`src/rtl/reg_ctl_pkg.sv`:
```
// Shared constants for the register-overlay frame-rate controller:
// the RUN/PAUSE state encoding and the default timing parameters.
package reg_ctl_pkg;

  // Two-state controller encoding, kept as plain constants so older tools
  // that see the state register see an ordinary bit.
  localparam logic ST_RUN   = 1'b0;
  localparam logic ST_PAUSE = 1'b1;

  // Auto-increment every 2^4 frames (roughly a quarter second at 70 Hz).
  localparam int DEF_PRESCALE_BITS = 4;

  // Number of consecutive frame samples needed before a button level is believed.
  localparam int DEF_DEB_FRAMES = 3;

  // Value shown by the overlay straight after reset.
  localparam logic [15:0] DEF_INIT = 16'h0019;

endpackage

```
`src/rtl/btn_debounce.sv`:
```
// Frame-rate button debouncer: synchronises one asynchronous button,
// samples it once per frame tick and reports a single press event
// when a new high level has been seen on DEB_FRAMES consecutive ticks.
module btn_debounce
  import reg_ctl_pkg::*;
#(
  parameter int DEB_FRAMES = DEF_DEB_FRAMES
) (
  input  logic px_clk,
  input  logic rst,
  input  logic tick,
  input  logic btn,
  output logic level,
  output logic press
);

  // The counter flips the level when it has already counted DEB_FRAMES-1
  // disagreeing ticks and the current tick disagrees again.
  localparam logic [3:0] DEB_LAST = 4'(DEB_FRAMES - 1);

  logic       r_sync1;
  logic       r_sync2;
  logic       r_level;
  logic [3:0] r_cnt;

  logic w_differs;
  logic w_accept;

  assign w_differs = (r_sync2 != r_level);
  assign w_accept  = tick & w_differs & (r_cnt == DEB_LAST);

  // The press is combinational with the accepting tick so the controller
  // acts on the same frame the level flips, not one frame later.
  assign press = w_accept & r_sync2;
  assign level = r_level;

  // Two-flop synchroniser bringing the raw button into the pixel clock domain.
  always_ff @(posedge px_clk) begin
    if (rst) begin
      r_sync1 <= 1'b0;
      r_sync2 <= 1'b0;
    end else begin
      r_sync1 <= btn;
      r_sync2 <= r_sync1;
    end
  end

  // Tick-sampled disagreement counter; any agreeing sample restarts it,
  // so bounces shorter than DEB_FRAMES frames never reach the level.
  always_ff @(posedge px_clk) begin
    if (rst) begin
      r_cnt   <= 4'd0;
      r_level <= 1'b0;
    end else if (tick) begin
      if (!w_differs) begin
        r_cnt <= 4'd0;
      end else if (w_accept) begin
        r_level <= r_sync2;
        r_cnt   <= 4'd0;
      end else begin
        r_cnt <= r_cnt + 4'd1;
      end
    end
  end

endmodule

```
`src/rtl/reg_frame_ctl.sv`:
```
// Frame-rate controller for the on-screen register overlay. Counts frame
// ends, auto-increments the shown value while running, and lets the player
// pause and single-step it with debounced buttons. Single clock domain.
module reg_frame_ctl
  import reg_ctl_pkg::*;
#(
  parameter int           W             = 16,
  parameter int           PRESCALE_BITS = DEF_PRESCALE_BITS,
  parameter int           DEB_FRAMES    = DEF_DEB_FRAMES,
  parameter logic [W-1:0] INIT          = W'(DEF_INIT)
) (
  input  logic         px_clk,
  input  logic         rst,
  input  logic         endframe,
  input  logic         btn_run,
  input  logic         btn_up,
  input  logic         btn_down,
  output logic [W-1:0] register,
  output logic         running,
  output logic         frame_tick
);

  localparam logic [PRESCALE_BITS-1:0] PRESC_MAX = '1;
  localparam logic [PRESCALE_BITS-1:0] PRESC_ONE = {{(PRESCALE_BITS-1){1'b0}}, 1'b1};
  localparam logic [W-1:0]             REG_ONE   = {{(W-1){1'b0}}, 1'b1};

  logic                     r_ef_sync1;
  logic                     r_ef_sync2;
  logic                     r_ef_prev;
  logic                     r_tick;
  logic [PRESCALE_BITS-1:0] r_presc;
  logic                     r_state;
  logic [W-1:0]             r_register;

  logic w_run_press;
  logic w_up_press;
  logic w_down_press;
  logic w_unused_level_run;
  logic w_unused_level_up;
  logic w_unused_level_down;

  btn_debounce #(.DEB_FRAMES(DEB_FRAMES)) u_deb_run (
    .px_clk (px_clk),
    .rst    (rst),
    .tick   (r_tick),
    .btn    (btn_run),
    .level  (w_unused_level_run),
    .press  (w_run_press)
  );

  btn_debounce #(.DEB_FRAMES(DEB_FRAMES)) u_deb_up (
    .px_clk (px_clk),
    .rst    (rst),
    .tick   (r_tick),
    .btn    (btn_up),
    .level  (w_unused_level_up),
    .press  (w_up_press)
  );

  btn_debounce #(.DEB_FRAMES(DEB_FRAMES)) u_deb_down (
    .px_clk (px_clk),
    .rst    (rst),
    .tick   (r_tick),
    .btn    (btn_down),
    .level  (w_unused_level_down),
    .press  (w_down_press)
  );

  // Synchronise endframe and turn its rising edge into one registered tick,
  // so a long endframe level still yields a single pulse per frame.
  always_ff @(posedge px_clk) begin
    if (rst) begin
      r_ef_sync1 <= 1'b0;
      r_ef_sync2 <= 1'b0;
      r_ef_prev  <= 1'b0;
      r_tick     <= 1'b0;
    end else begin
      r_ef_sync1 <= endframe;
      r_ef_sync2 <= r_ef_sync1;
      r_ef_prev  <= r_ef_sync2;
      r_tick     <= r_ef_sync2 & ~r_ef_prev;
    end
  end

  // Per-frame controller: a run/pause toggle wins and restarts the prescaler;
  // otherwise RUN auto-increments on prescaler wrap and PAUSE applies steps.
  always_ff @(posedge px_clk) begin
    if (rst) begin
      r_state    <= ST_RUN;
      r_presc    <= '0;
      r_register <= INIT;
    end else if (r_tick) begin
      if (w_run_press) begin
        r_state <= (r_state == ST_RUN) ? ST_PAUSE : ST_RUN;
        r_presc <= '0;
      end else if (r_state == ST_RUN) begin
        r_presc <= r_presc + PRESC_ONE;
        if (r_presc == PRESC_MAX) begin
          r_register <= r_register + REG_ONE;
        end
      end else if (w_up_press && !w_down_press) begin
        r_register <= r_register + REG_ONE;
      end else if (w_down_press && !w_up_press) begin
        r_register <= r_register - REG_ONE;
      end
    end
  end

  assign register   = r_register;
  assign running    = (r_state == ST_RUN);
  assign frame_tick = r_tick;

endmodule

```
`config.mk`:
```
export PLATFORM = sky130hd
export DESIGN_NAME = reg_frame_ctl
export DESIGN_NICKNAME = d
export VERILOG_FILES = /design/src/rtl/reg_ctl_pkg.sv /design/src/rtl/btn_debounce.sv /design/src/rtl/reg_frame_ctl.sv
export SDC_FILE = /design/constraint.sdc
export NUM_CORES = 1
export LEC_CHECK = 0
export CAP_MARGIN = 25
export CORE_MARGIN = 5
export CORE_UTILIZATION = 57
export CTS_CLUSTER_SIZE = 20
export DETAILED_ROUTE_END_ITERATION = 7
export GPL_TIMING_DRIVEN = 0
export PLACE_DENSITY = 0.79
export SYNTH_ARGS = -nofsm -noshare
export SYNTH_HDL_FRONTEND = slang
export SYNTH_SLANG_ARGS = --single-unit
```
`constraint.sdc`:
```
create_clock -name px_clk -period 3.1 [get_ports px_clk]
set_clock_uncertainty 0.05 [all_clocks]
set_input_delay 0.775 -clock px_clk [delete_from_list [all_inputs] [get_ports px_clk]]
set_output_delay 0.775 -clock px_clk [all_outputs]
set_load 0.01 [all_outputs]
```
Word level (Yosys, flattened, before mapping)
Index checks and enable logic that the tools add are counted.
Widths: inputs -> output; s select.

cells by class
  multiplexer cells = 13
  bitwise operators = 13
  equal/unequal tests = 9
  add/subtract/negate cells = 6
  reductions and logical operators = 11

operator list
  operator               count
  $mux 16                4
  $mux 4                 8
  $add 16x1->16 const B  1
  $add 4x1->4 const B    4
  $sub 16x1->16 const B  1
  $eq 4x2->1 const B     3
  $and 1x1->1            10
  $reduce_and 3->1       3
  $eq 4x4->1 const B     1
  $reduce_and 2->1       2
  $reduce_and 4->1       1
  $ne 1x1->1             3
  $ne 3x1->1 const B     1
  $not 1->1              3
  $logic_and 1x1->1      2
  $logic_not 1->1        2
  $ne 2x1->1 const B     1
  $reduce_bool 2->1      1
  $mux 1                 1

storage, ports and cells
  flip-flop bits (word level) = 46
  bits of input ports = 6

Longest topological paths before layout
Gate-level depths: netlist of run 1.

  word-level depth = 9
  mapped depth = 9

Modules after synthesis
Synthesis of run 1 repeated with hierarchy kept, for this count alone.

unflattened totals
  cells, all modules = 301
  area, all modules = 2631.3 um^2

modules (own cells, without submodules)
  module         cells each  times used  area an instance (um^2)  sequential area each (um^2)
  reg_frame_ctl  196         1           1572.8                   500.5
  btn_debounce   35          3           352.8                    140.1

Worst setup path before layout of run 1
Ideal clock, no wire load.

  kind = reg2reg
  start = reg u_deb_up.r_cnt[0]
  end = reg r_register[10], in the netlist register[10]
  arrival = 2.294 ns
  required time = 2.927 ns
  setup slack = 0.632 ns
  stages on the path, launching flop included = 10
  path buffers = 2
  setup time = 0.123 ns
  cell sequence = dfxtp_1 inv_1 ha_1 or3b_4 a2111o_1 and3_1 buf_2 buf_6 a211oi_2 mux2_1

on the way
  cells in the longest elaborated chain, start to end = 7
  elaborated cells between the ends (all ways) = 10

ends and longest elaborated chain
  what                        RTL line              text
  start: declaration          btn_debounce.sv:24    logic [3:0] r_cnt;
  start signal: assignment    btn_debounce.sv:61    r_cnt <= r_cnt + 4'd1;
  $eq 4x2->1 (*)              btn_debounce.sv:30    assign w_accept = tick & w_differs & (r_cnt == DEB_LAST);
  $and 1x1->1 (*)             btn_debounce.sv:30
  $and 1x1->1 (*)             btn_debounce.sv:34    assign press = w_accept & r_sync2;
  $logic_not 1->1             reg_frame_ctl.sv:103  end else if (w_down_press && !w_up_press) begin
  $logic_and 1x1->1           reg_frame_ctl.sv:103
  $ne 3x1->1 (no line)        n/a
  $reduce_and 4->1 (no line)  n/a
  end signal: assignment      reg_frame_ctl.sv:99   r_register <= r_register + REG_ONE;
  end signal: assignment      reg_frame_ctl.sv:102  r_register <= r_register + REG_ONE;
  end signal: assignment      reg_frame_ctl.sv:104  r_register <= r_register - REG_ONE;
  end: declaration            reg_frame_ctl.sv:33   logic [W-1:0] r_register;

Every way passes the cells marked *; elsewhere a longest branch is shown, timed or not.
A chain may end at the register's enable or synchronous reset.

Final worst setup path of run 1
  start = reg r_state
  end = out running

on the way
  cells in the longest elaborated chain, start to end = 1

ends and longest elaborated chain
  what                      RTL line              text
  start: declaration        reg_frame_ctl.sv:32   logic r_state;
  start signal: assignment  reg_frame_ctl.sv:94   r_state <= (r_state == ST_RUN) ? ST_PAUSE : ST_RUN;
  $not 1->1                 reg_frame_ctl.sv:110  assign running = (r_state == ST_RUN);
  end: declaration          reg_frame_ctl.sv:19   output logic running,

No other way between the ends.

==> results.sh, run 1 <==
export IMPL_clock_sinks=46
export IMPL_synth_top_cell_area_share=0.3578
export IMPL_synthTopCellsByArea="dfxtp_1 (36%), nor2_1 (7.6%), nor2b_1 (5.3%)"
export IMPL_async_flop_share=0
export IMPL_drc_errors=0
export IMPL_dieHeight_um=77.20
export IMPL_wirelength_mm=5.585
export IMPL_clockBufferDepth=2
export IMPL_seq_area_frac_synth=0.3578
export IMPL_start_util=0.5911
export IMPL_drtIter0Drc=212
export IMPL_grt_pass1_wl_mm=10.07
export IMPL_slowest_stage="clkdlybuf4s50_1"
export IMPL_synthAdderAreaFrac=0.04375
export IMPL_grt_max_degree=16
export IMPL_synthXorXnorAreaFrac=0.02382
export IMPL_place_area_mm2=0.002869
export IMPL_synth_cells=307
export IMPL_path_clk_slew_ps=90
export IMPL_status="finished, final reports clean"
export IMPL_core_mm2=0.004354
export IMPL_fin_crit_sh=0.8892
export IMPL_yosys_area_top_type="dfxtp_1"
export IMPL_ant_nets=0
export IMPL_clk_insertion_delay_late_ps=310
export IMPL_p_per_area_mw_per_mm2=367.6
export IMPL_yosysWarningCount=0
export IMPL_crit_arrival_ps=1930
export IMPL_dieArea_mm2=0.005959
export IMPL_avgRoutedWirePerCell_um=14.32
export IMPL_min_period_ps=2757
export IMPL_drv_slew=0
export IMPL_antennaDiodeCount=0
export IMPL_synth_nets=322
export IMPL_cts_tree="done"
export IMPL_fin_area_mm2=0.002982
export IMPL_drv_cap=0
export IMPL_hold_viol_final=0
export IMPL_p_leak_nw=1.025
export IMPL_synth_compound_area_frac=0.1653
export IMPL_rsz0062_at_grt="no"
export IMPL_dp_hpwl_mm=3.979
export IMPL_gp_congestion=0.8550
export IMPL_syn_to_final_growth_pct=15.85
export IMPL_hold_buffers=0
export IMPL_antenna_found_initial=0
export IMPL_crit_family="buffers and inverters"
export IMPL_holdPathStages=1
export IMPL_synth_edf_count=0
export IMPL_required_ps=2270
export IMPL_root_buffer="clkbuf_8"
export IMPL_synth_top_family_by_area="simple AND/OR/NAND/NOR gates"
export IMPL_crit_fanout=10
export IMPL_vdd_drop_max_mv=0.2349
export IMPL_io_buffers=23
export IMPL_crit_type="flip-flop to primary output"
export IMPL_setup_tns_final_ps=0
export IMPL_cts_resized=0
export IMPL_vias_per_cell=5.892
export IMPL_h_tree_depth=2
export IMPL_dieWidth_um=77.20
export IMPL_num_rows=24
export IMPL_netlist_area_mm2=0.002574
export IMPL_yosys_cell_types_count=43
export IMPL_cp_slowest_stage_delay_ps=630
export IMPL_layout_drive_gt1_share=0.07101
export IMPL_end_kind="primary output"
export IMPL_vias=2298
export IMPL_synth_flop_cell="dfxtp_1"
export IMPL_io_pin_count=24
export IMPL_worst_pin_slew_ps=676.7
export IMPL_synthMuxAreaShare=0.07195
export IMPL_grt_ovfl_total=0
export IMPL_avgSynthCellArea_um2=8.383
export IMPL_reg2reg_depth=8
export IMPL_cts_buffers=5
export IMPL_fin_nets=352
export IMPL_cp_start_kind="flip-flop"
export IMPL_synth_seq_cells=46
export IMPL_path_cells="inv_1, clkbuf_1, clkdlybuf4s50_1"
export IMPL_hp_class="flip-flop to flip-flop"
export IMPL_worst_path_buf_inv=3
export IMPL_grtUsageTotal=0.2011
export IMPL_grt_pass1_vias=2123
export IMPL_setup_violations=0
export IMPL_path_depth=3
export IMPL_maxSlewHeadroom=0.5454
export IMPL_cts_setup_buffers=0
export IMPL_firstDrtPassIters=4
export IMPL_fmax_mhz=362.8
export IMPL_yosys_area_share_simple=0.2927
[path summary, 6_finish.rpt]
kind,start,to,slack [ps]
min reg2reg,r_ef_prev,frame_tick,340
max,r_state,running,340
max reg2reg,u_deb_up.r_cnt[0],register[5],360
min,r_ef_prev,frame_tick,340
[power breakdown]
group          switching (mW)  total, mW  internal [mW]  leakage, nW
combinational          0.0241     0.0399         0.0157        0.594
sequential            0.00342      0.600          0.597        0.372
clock                   0.214      0.456          0.242       0.0585
[metrics by stage]
stage | worst slack [ps] | power, mW | hold WS, ps | instances | utilization
floorplan | 632.2 | 0.6378 | 317.4 | 307 | -
global placement | 373.5 | 0.6535 | 321.0 | 382 | 0.6589
detailed placement | 380.0 | 0.6545 | 328.3 | 382 | 0.6589
CTS | 349.1 | 1.108 | 341.5 | 390 | 0.6848
global route | 134.5 | 1.148 | 352.4 | 390 | 0.6848
finish | 343.4 | 1.096 | 339.7 | 390 | 0.6848
[flip-flops by register name (all words and copies together) (netlist names), 4 cells and up]
name,flops
u_deb_up.r_cnt,4
register,16
r_presc,4
u_deb_down.r_cnt,4
u_deb_run.r_cnt,4
[cell usage in the layout, fill, tap and decap left out, drive strengths merged, types with 2 or more instances in the layout]
| cell | instances |
|---|---|
| nand2 | 6 |
| nand2b | 2 |
| mux2i | 5 |
| nand4b | 3 |
| and3 | 4 |
| o211ai | 2 |
| ha | 9 |
| nor4 | 4 |
| clkdlybuf4s50 | 23 |
| o2111ai | 5 |
| xor2 | 4 |
| xnor2 | 3 |
| nor2 | 52 |
| or4 | 2 |
| a21oi | 15 |
| buf | 4 |
| nand3 | 12 |
| nor3b | 7 |
| a211oi | 14 |
| clkbuf | 19 |
| or3b | 2 |
| inv | 11 |
| nor2b | 22 |
| mux2 | 12 |
| or3 | 3 |
| o21ai | 16 |
| nand4 | 7 |
| nor3 | 13 |
| dfxtp | 46 |
[synth_stat cells (4+ instances only)]
| master | n |
|---|---|
| nand4_1 | 7 |
| nor3_1 | 13 |
| o2111ai_1 | 5 |
| and3_1 | 4 |
| clkbuf_1 | 14 |
| mux2i_1 | 5 |
| mux2_1 | 12 |
| nor4_1 | 4 |
| a21oi_1 | 15 |
| xor2_1 | 4 |
| nor3b_1 | 6 |
| dfxtp_1 | 46 |
| a211oi_1 | 5 |
| nand2_1 | 6 |
| nor2b_1 | 22 |
| inv_1 | 10 |
| ha_1 | 9 |
| o21ai_0 | 13 |
| nand3_1 | 12 |
| nor2_1 | 52 |
| a211oi_2 | 9 |
[logic make-up after synthesis]
family          after synthesis
xor+xnor                      7
flops                        46
simple gates                143
compound gates               57
buf+inv                      28
mux                          17
fa+ha+maj                     9
[per-layer routing]
layer,vias to the layer above,global-route usage,part of all wire
li1,1158,-,-
met1,1081,0.2757,0.47
met2,53,0.3182,0.46
met3,6,0.04098,0.061
met4,0,0.05670,0.013
met5,-,0,0
[cell type report]
| class | instances | area (um2) |
|---|---|---|
| multi-input cells | 233 | 1538 |
| inverters | 10 | 37.54 |
| well taps | 52 | 65.06 |
| clock buffers | 5 | 68.82 |
| clock inverters | 3 | 43.79 |
| repair buffers | 23 | 230.2 |
| flip-flops and latches | 46 | 920.9 |
| plain buffers | 18 | 77.57 |
| fillers | 370 | 1373 |
Power figures use the tool's default switching activity.
==> inputs of run 2 (changes only) <==
--- a/config.mk
+++ b/config.mk
@@ -8,9 +8,11 @@
 export CAP_MARGIN = 25
 export CORE_MARGIN = 5
-export CORE_UTILIZATION = 57
+export CORE_UTILIZATION = 63
 export CTS_CLUSTER_SIZE = 20
 export DETAILED_ROUTE_END_ITERATION = 7
+export DONT_BUFFER_PORTS = 1
 export GPL_TIMING_DRIVEN = 0
 export PLACE_DENSITY = 0.79
+export SLEW_MARGIN = 20
 export SYNTH_ARGS = -nofsm -noshare
 export SYNTH_HDL_FRONTEND = slang
--- a/constraint.sdc
+++ b/constraint.sdc
@@ -3,3 +3,3 @@
 set_input_delay 0.775 -clock px_clk [delete_from_list [all_inputs] [get_ports px_clk]]
 set_output_delay 0.775 -clock px_clk [all_outputs]
-set_load 0.01 [all_outputs]
+set_load 0.05 [all_outputs]
==> run 2 against run 1 <==
Compared with the run above:
- clock-buffer cell count stayed put
- register-to-register slack worse by 90 ps
- global-route usage is 3.2 points higher
- clock power is 19% lower
- final area is 8.5% lower
- flip-flop and latch count stayed put
- non-clock buffer count is 23 lower
- critical path depth is 5 higher
- maximum frequency is 2.5% lower
- hold slack hardly changed
- utilization is 0.21 points higher
- setup slack worse by 69 ps
- largest cell class unchanged
==> results.sh, run 2 (synthesis results as in run 1) <==
export IMPL_dieArea_mm2=0.005463
export IMPL_root_buffer="clkbuf_8"
export IMPL_crit_fanout=10
export IMPL_p_per_area_mw_per_mm2=368.5
export IMPL_drc_errors=0
export IMPL_num_rows=23
export IMPL_fin_nets=329
export IMPL_vias_per_cell=6.027
export IMPL_end_kind="flip-flop"
export IMPL_io_pin_count=24
export IMPL_core_mm2=0.003971
export IMPL_grt_pass1_wl_mm=9.825
export IMPL_status="finished, final reports clean"
export IMPL_worst_pin_slew_ps=1020
export IMPL_ant_nets=0
export IMPL_mostFrequentLayoutCells="nor2_1 (52), dfxtp_1 (45), nor2b_1 (22), a21oi_1 (15), clkbuf_1 (14)"
export IMPL_cts_buffers=5
export IMPL_setup_violations=0
export IMPL_start_util=0.6481
export IMPL_p_leak_nw=0.9259
export IMPL_hp_class="flip-flop to flip-flop"
export IMPL_fin_area_mm2=0.002728
export IMPL_num_fill_cells=355
export IMPL_dp_hpwl_mm=4.040
export IMPL_clk_insertion_delay_late_ps=300
export IMPL_clockBufferDepth=2
export IMPL_wirelength_mm=5.683
export IMPL_crit_arrival_ps=2970
export IMPL_firstDrtPassIters=4
export IMPL_grtUsageTotal=0.2326
export IMPL_grt_ovfl_total=0
export IMPL_clock_sinks=46
export IMPL_gp_congestion=0.8995
export IMPL_antennaDiodeCount=0
export IMPL_drtIter0Drc=257
export IMPL_largest_register_ffs=16
export IMPL_layout_drive_gt1_share=0.07937
export IMPL_path_clk_slew_ps=90
export IMPL_antenna_found_initial=0
export IMPL_maxSlewHeadroom=0.3202
export IMPL_drv_slew=0
export IMPL_vias=2200
export IMPL_io_buffers=0
export IMPL_required_ps=3240
export IMPL_grt_pass1_vias=2076
export IMPL_min_period_ps=2826
export IMPL_syn_to_final_growth_pct=5.980
export IMPL_post_route_util=0.6868
export IMPL_final_common_cell="nor2_1"
export IMPL_avgRoutedWirePerCell_um=15.57
export IMPL_crit_type="flip-flop to flip-flop"
export IMPL_fin_crit_sh=0.9116
export IMPL_cp_start_kind="flip-flop"
export IMPL_setup_tns_final_ps=0
export IMPL_fmax_mhz=353.9
export IMPL_grt_max_degree=16
export IMPL_place_area_mm2=0.002636
export IMPL_power_mw=1.005
export IMPL_rsz0062_at_grt="no"
export IMPL_h_tree_depth=2
export IMPL_whs_ps=339.9
export IMPL_vdd_drop_max_mv=0.3289
export IMPL_hold_viol_final=0
export IMPL_drv_cap=0
export IMPL_cts_tree="done"
export IMPL_dieHeight_um=73.92
export IMPL_dieWidth_um=73.92
==> run 2: final timing paths <==
check	start	to	slack, ps	depth (start not counted)
setup / recovery	u_deb_up.r_cnt[0]	register[5]	270	8
hold / removal	r_ef_prev	frame_tick	340	1
hold reg to reg	r_ef_prev	frame_tick	340	1
setup reg to reg	u_deb_up.r_cnt[0]	register[5]	270	8
==> run 2: final cells by class <==
class	instances	area, um2	share of cell area
clock inverter	3	21.27	0.007798
inverter	10	37.54	0.01376
tap	50	62.56	0.02294
multi-input combinational	233	1538	0.5638
clock buffer	5	68.82	0.02523
buffer	18	77.57	0.02844
sequential	46	922.1	0.3381
==> run 2: routing by layer <==
metal / routed length [um] / GRT usage / up-vias / share of wire
li1: - / - / 1110 / -
met1: 2528 / 0.3063 / 1013 / 0.44
met2: 2619 / 0.3661 / 69 / 0.46
met3: 460 / 0.06293 / 8 / 0.081
met4: 74 / 0.08249 / 0 / 0.013
met5: 0 / 0 / - / 0
==> run 2: where the power goes <==
part	switching [mW]	total, mW	internal, mW
Sequential	0.00479	0.601	0.597
Clock	0.212	0.370	0.159
Combinational	0.0236	0.0335	0.00987
==> run 2: timing repair <==
item | in CTS | in global routing
buffers inserted | 0 | 0
hold endpoints to repair | 0 | 0
hold buffers | 0 | 0
endpoints found under the setup margin | 0 | 2
resized for setup | 0 | 1
==> run 2: worst max-delay path: stages, from the launching register on <==
cell and delay (ps):
dfxtp_1 360, inv_1 70, ha_1 130, or3b_4 410, a2111oi_4 490, clkbuf_1 410, o21ai_0 200, a211oi_2 270
mux2_1 330
==> run 2: stage by stage <==
stage / worst slack [ps] / std cells
6_report: 274.1 / 365
4_1_cts: 162.1 / 365
3_3_place_gp: 208.2 / 357
3_5_place_dp: 179.3 / 357
2_1_floorplan: 583.1 / 307
5_1_grt: 67.15 / 365
==> inputs of run 3 (changes only) <==
CORE_UTILIZATION = 68   (was 63)
PLACE_DENSITY = 0.84   (was 0.79)
clock period = 3.5 ns   (was 3.1 ns; I/O delays follow)
==> run 3 against run 2 <==
Compared with the run above:
- setup slack gained 250 ps
- non-clock buffer count did not move
- power is 11% lower
- register-to-register slack gained 250 ps
- critical path depth decreased by 2
- wire length up 4.5%
- final area fell by 0.14%
- maximum frequency fell by 4.9%
- combinational power down 11%
- clock power is 11% lower
- largest cell class unchanged
- die area decreased by 6.4%
==> results.sh, run 3 (synthesis results as in run 1) <==
export IMPL_maxSlewHeadroom=0.3180
export IMPL_cts_resized=0
export IMPL_required_ps=3640
export IMPL_worst_path_buf_inv=2
export IMPL_fmax_mhz=336.6
export IMPL_antennaDiodeCount=0
export IMPL_whs_ps=364.3
export IMPL_mostFrequentLayoutCells="nor2_1 (52), dfxtp_1 (46), nor2b_1 (22), a21oi_1 (15), clkbuf_1 (14)"
export IMPL_power_mw=0.8935
export IMPL_vias_per_cell=6.380
export IMPL_slowest_stage="dfxtp_1"
export IMPL_num_fill_cells=290
export IMPL_setup_violations=0
export IMPL_antenna_found_initial=0
export IMPL_grt_max_degree=16
export IMPL_dieWidth_um=71.52
export IMPL_vias=2316
export IMPL_cts_setup_buffers=0
export IMPL_wirelength_mm=5.937
export IMPL_cts_buffers=5
export IMPL_status="finished, final reports clean"
export IMPL_avgRoutedWirePerCell_um=16.36
export IMPL_clockBufferDepth=2
export IMPL_num_rows=22
export IMPL_grtUsageTotal=0.2485
export IMPL_grt_pass1_wl_mm=10.25
export IMPL_vdd_drop_max_mv=0.2889
export IMPL_drtIter0Drc=272
export IMPL_crit_arrival_ps=3110
export IMPL_setup_tns_final_ps=0
export IMPL_cp_slowest_stage_delay_ps=770
export IMPL_min_period_ps=2971
export IMPL_p_leak_nw=0.9254
export IMPL_worst_pin_slew_ps=1023
export IMPL_drc_errors=0
export IMPL_core_mm2=0.003661
export IMPL_io_pin_count=24
export IMPL_hold_viol_final=0
export IMPL_largest_register_ffs=16
export IMPL_dieHeight_um=71.52
export IMPL_multiInputGateArea_mm2=0.001538
export IMPL_rsz0062_at_grt="no"
export IMPL_clk_insertion_delay_late_ps=310
export IMPL_crit_type="flip-flop to flip-flop"
export IMPL_hp_class="flip-flop to flip-flop"
export IMPL_cts_tree="done"
export IMPL_dp_hpwl_mm=4.151
export IMPL_hold_buffers=0
export IMPL_fin_crit_sh=0.8489
export IMPL_root_buffer="clkbuf_8"
export IMPL_crit_fanout=10
export IMPL_grt_ovfl_total=0
export IMPL_fin_area_mm2=0.002724
export IMPL_io_buffers=0
export IMPL_syn_to_final_growth_pct=5.834
export IMPL_grt_pass1_vias=2197
export IMPL_clock_sinks=46
export IMPL_ant_nets=0
export IMPL_path_clk_slew_ps=80
export IMPL_final_common_cell="nor2_1"
export IMPL_place_area_mm2=0.002634
export IMPL_end_kind="flip-flop"
export IMPL_cp_start_kind="flip-flop"
export IMPL_drv_cap=0
export IMPL_drv_slew=0
export IMPL_fin_nets=329
export IMPL_layout_drive_gt1_share=0.07619
export IMPL_path_cells="inv_1, a2111oi_4, clkbuf_1, o21ai_0, a211oi_2, mux2_1"
export IMPL_dieArea_mm2=0.005115
export IMPL_h_tree_depth=2
export IMPL_gp_congestion=0.9067
export IMPL_p_per_area_mw_per_mm2=328.0
export IMPL_start_util=0.7030
export IMPL_seqCellArea_um2=920.9
export IMPL_firstDrtPassIters=5
export IMPL_crit_family="compound AO/OA/AOI/OAI gates"
run 3: cell type report:
class	instances	share of cell area
Clock inverter	3	0.007809
Sequential cell	46	0.3381
Multi-Input combinational cell	233	0.5645
Buffer	18	0.02848
Inverter	10	0.01378
Clock buffer	5	0.02526
Tap cell	48	0.02205
run 3: report_power, final:
| group | switching, mW | internal [mW] | total [mW] |
|---|---|---|---|
| clock | 0.190 | 0.141 | 0.331 |
| sequential | 0.00445 | 0.528 | 0.533 |
| combinational | 0.0211 | 0.00875 | 0.0299 |
| total | 0.216 | 0.678 | 0.894 |
run 3: worst register-to-register path: stages, from the launching register on:
cell	delay, ps
dfxtp_1	770
inv_1	280
a2111oi_4	560
clkbuf_1	420
o21ai_0	200
a211oi_2	250
mux2_1	340
run 3: metal layers:
layer / global-route usage / routed length (um) / part of all wire
met5: 0 / 0 / 0
met4: 0.08142 / 133 / 0.022
met3: 0.05330 / 550 / 0.093
met2: 0.4010 / 2765 / 0.47
met1: 0.3302 / 2488 / 0.42
run 3: path summary, 6_finish.rpt:
check             cells past startpoint  slack (ps)          end  startpoint
hold / removal                        1         360   frame_tick   r_ef_prev
setup / recovery                      6         530  register[2]  frame_tick
hold reg to reg                       1         360   frame_tick   r_ef_prev
setup reg to reg                      6         530  register[2]  frame_tick
run 3: through the flow:
| stage | setup slack, ps | std cells | utilization |
|---|---|---|---|
| final | 528.7 | 363 | 0.7440 |
| after global routing | 401.4 | 363 | 0.7440 |
| after CTS | 566.4 | 363 | 0.7440 |
| after detailed placement | 595.5 | 355 | 0.7194 |
| after global placement | 594.3 | 355 | 0.7194 |
| after floorplan | 983.1 | 307 | - |
